File: src/rtl/rr_mux_arbiter.sv
// Four-lane round-robin arbiter feeding a 4:1 data mux into a one-entry
// registered output stage with valid/ready handshakes on both sides.
module rr_mux_arbiter #(
    parameter int WIDTH = 8
) (
    input  logic             clk,
    input  logic             rst_n,
    input  logic [3:0]       req_valid,
    input  logic [WIDTH-1:0] d0,
    input  logic [WIDTH-1:0] d1,
    input  logic [WIDTH-1:0] d2,
    input  logic [WIDTH-1:0] d3,
    output logic [3:0]       req_ready,
    output logic [1:0]       grant_sel,
    output logic             out_valid,
    output logic [WIDTH-1:0] out_data,
    input  logic             out_ready,
    output logic [1:0]       last_grant
);

    logic [1:0]       start;
    logic             accept;
    logic             transfer;
    logic [WIDTH-1:0] data_p0;
    logic [WIDTH-1:0] data_p1;
    logic             vld_p1;
    logic [1:0]       last_p1;

    function automatic logic [WIDTH-1:0] mux4(
        input logic [1:0]       sel,
        input logic [WIDTH-1:0] a0,
        input logic [WIDTH-1:0] a1,
        input logic [WIDTH-1:0] a2,
        input logic [WIDTH-1:0] a3
    );
        case (sel)
            2'b00:   mux4 = a0;
            2'b01:   mux4 = a1;
            2'b10:   mux4 = a2;
            default: mux4 = a3;
        endcase
    endfunction

    // Stage p0: rotating-priority search; scanning from the far end lets the
    // nearest requester after last_grant overwrite the others.
    always_comb begin
        start     = last_p1 + 2'd1;
        grant_sel = start;
        for (int k = 3; k >= 0; k--) begin
            if (req_valid[start + 2'(k)]) begin
                grant_sel = start + 2'(k);
            end
        end
    end

    assign accept    = !vld_p1 || out_ready;
    assign req_ready = (rst_n && accept && (|req_valid)) ? (4'b0001 << grant_sel) : 4'b0000;
    assign transfer  = |(req_valid & req_ready);
    assign data_p0   = mux4(grant_sel, d0, d1, d2, d3);

    // Stage p1: one-entry output register; drain and refill in the same cycle
    // keeps full throughput.
    always_ff @(posedge clk) begin
        if (!rst_n) begin
            vld_p1  <= 1'b0;
            data_p1 <= '0;
            last_p1 <= 2'b11;
        end else if (transfer) begin
            vld_p1  <= 1'b1;
            data_p1 <= data_p0;
            last_p1 <= grant_sel;
        end else if (out_ready) begin
            vld_p1  <= 1'b0;
        end
    end

    assign out_valid  = vld_p1;
    assign out_data   = data_p1;
    assign last_grant = last_p1;

endmodule

File: config.mk
export PLATFORM = sky130hd
export DESIGN_NAME = rr_mux_arbiter
export DESIGN_NICKNAME = d
export VERILOG_FILES = /design/src/rtl/rr_mux_arbiter.sv
export SDC_FILE = /design/constraint.sdc
export NUM_CORES = 1
export LEC_CHECK = 0
export ABC_AREA = 0
export CAP_MARGIN = 10
export CORE_ASPECT_RATIO = 1.75
export CORE_MARGIN = 3
export CORE_UTILIZATION = 29
export CTS_CLUSTER_SIZE = 30
export DETAILED_ROUTE_END_ITERATION = 7
export GPL_TIMING_DRIVEN = 0
export PLACE_DENSITY = 0.88
export SETUP_SLACK_MARGIN = 0.15
export SYNTH_ARGS = -nofsm -noshare
export SYNTH_HDL_FRONTEND = slang
export SYNTH_SLANG_ARGS = --single-unit
File: constraint.sdc
create_clock -name clk -period 1.45 [get_ports clk]
set_input_delay 0.2175 -clock clk [delete_from_list [all_inputs] [get_ports clk]]
set_output_delay 0.2175 -clock clk [all_outputs]
set_load 0.01 [all_outputs]
==> results.yml, run 1 <==
run_status:
  status: "complete, but fails checks"
  violations: "negative setup slack"
finish:
  layout_commonest_cell: "clkdlybuf4s50_1"
  area_growth_pct: 136
  multi_input_comb_area_um2: 546
  fin_nets: 198
  num-fill-cells: 144
  seq_area_um2: 228
  diodes: 0
  final_cell_mix: "clkdlybuf4s50_1, mux2i_1, dlygate4sd2_1, buf_6"
  drive_gt1_share_pct: 36.1
  finalInstanceArea_um2: 1630
place:
  place_area_um2: 1330
  port-buffer-count: 55
  gp_congestion: 0.690
  dp_hpwl_mm: 1.84
synth:
  yosysUniqueCellTypes: 21
  yosysSeqAreaShare_pct: 32.0
  synth_top_area_share_pct: 32.0
  syn-num-nets: 118
  synth_top_family_by_area: "multiplexers"
  synth_fa_ha_area_share_pct: 0
  synthMuxAreaShare_pct: 23.3
  synthTopCellsByArea: "dfxtp_1, mux2i_1, o221ai_1"
  ys_ff_latch: 11
  netlist_area_um2: 688
  syn_area_per_cell_um2: 8.71
  syn_inst: 79
  synth-simple-area-share_pct: 15.6
  synthXorXnorAreaFrac_pct: 1.27
  yosys.area.top_type: "dfxtp_1"
  synth-compound-area-share_pct: 22.4
  yosys_warnings: 0
sta:
  period_minus_slack_ns: 1.78
  drv_slew: 0
  rsz0062_at_grt: "true"
  fin_crit_sh_pct: 123
  finalSetupViolCount: 15
  fmax_ghz: 0.560
  whs_ns: 0.480
  max-slew-margin-rel_pct: 52.9
  worstMarginPinSlew_ns: 0.697
  finalWorstSetupSlack_ns: -0.335
  tns_ns: -3.58
  clock_skew_ns: 0.000925
  finalHoldViolations: 0
global_routing:
  grt_busiest_layer: "met2"
  grt_usage_pct: 18.7
  antenna_found_initial: 0
  grt_use_met2_pct: 33.1
  gr-usage-met3_pct: 4.64
  grt_overflow_total: 0
  grt_pass1_vias: 993
  grt_pass1_wl_mm: 4.40
  met1_usage_pct: 20.0
  grt_max_degree: 9
cts:
  cts_tree: "yes"
  clockBufferDepth: 2
  htree_levels: 1
  cts_buffers: 3
  root_buffer: "clkbuf_4"
  cts.clk_slew.worst_paths_ns: 0.08
  clock_sinks: 11
  clk_latency_ns: 0.28
critical_path:
  start_kind: "register"
  cp_max_fo: 6
  arrival_ns: 1.57
  critPathRequiredTime_ns: 1.23
  critPathKind: "register to output pin"
  endpoint_kind: "output pin"
power:
  power_density_nw_per_um2: 829
  vdd_ir_drop_max_mv: 0.593
  power_mw: 1.35
  power_leakage_nw: 0.750
die:
  core_area_um2: 2170
  die-area_um2: 3020
  die_x_um: 42.8
  rows: 22
  start_util_pct: 31.6
  die_y_um: 70.4
  io_pins: 56
drt:
  antenna_left: 0
  routed_wl_mm: 3.15
  vias: 1000
  drc: 0
  dr.first_iter.drc_count: 27
  vias_per_cell: 5.49
  wl_per_cell_um: 17.3
  drt_first_pass_iters: 4
worst_hold_path:
  min_path_type: "register to register"
job:
  maxCapViolCount: 0
metrics by stage:
stage | std cells | utilization [%] | worst slack [ns]
floorplan | 79 | - | 0.0773
CTS | 179 | 70.6 | -0.294
detailed placement | 158 | 60.9 | -0.933
global route | 182 | 74.7 | -0.416
global placement | 158 | 60.9 | -0.896
finish | 182 | 74.7 | -0.335
state kept, by name, summed over array words and instances (netlist names):
signal and cells:
last_grant 2, out_data 8, out_valid 1
where the power goes:
group / internal (mW) / switching [mW]
clock network: 0.107 / 0.116
logic: 0.432 / 0.305
registers: 0.350 / 0.0384
per-layer routing:
layer	part of all wire [%]	up-vias
met4	2.8	0
met5	0	-
met1	34	476
li1	-	453
met2	55	61
met3	8.0	10
layout make-up:
cell class	count	share of cell area (%)
repair buffers	75	45.5
clock buffers	4	1.62
multi-input cells	60	33.6
inverters	6	1.54
well taps	24	1.85
flip-flops and latches	11	14.0
plain buffers	2	1.92
what timing repair did:
action | CTS | global route
hold buffers | 0 | 0
pin swaps | 10 | 12
buffers inserted | 16 | 3
gates cloned | 1 | 0
gates resized for setup | 60 | 16
setup endpoints to repair | 27 | 16
critical path, stage by stage, from the launching register on:
cell and delay, ns:
dfxtp_4 0.40, nand2b_4 0.13, a21oi_2 0.05, a211oi_2 0.25, buf_6 0.16, buf_6 0.13
nor2_2 0.04, buf_2 0.13
kinds of logic (layout without fill, tap and decap cells):
group,count (synthesis),after routing
compound gates,19,19
xor+xnor,1,1
buf+inv,8,87
flops,11,11
mux,16,16
simple gates,24,24
path summary, 6_finish.rpt:
check,start,end,slack [ns],cells past startpoint
max,last_grant[0],req_ready[1],-0.33,7
min,out_data[7],out_data[7],0.48,2
max reg2reg,last_grant[0],out_data[5],-0.30,8
min reg2reg,out_data[7],out_data[7],0.48,2
Yosys cell counts:
cell and count:
a211o_1 1, a211oi_2 1, a21boi_0 1, a21oi_1 1, a311oi_1 1, a31oi_1 1, buf_4 2, dfxtp_1 11
inv_1 6, mux2i_1 16, nand2_1 10, nand2b_1 3, nand3_1 3, nand3_2 1, nor2_1 7, o211ai_1 2
o21ai_0 1, o221ai_1 8, o22ai_1 1, o41ai_1 1, xnor2_1 1
Power figures use the tool's default switching activity.
==> inputs of run 2 (changes only) <==
- ABC_CLOCK_PERIOD_IN_PS: default -> 1450
==> results of run 2 <==
The final DEF is identical to that of run 1; final timing and power are the same.
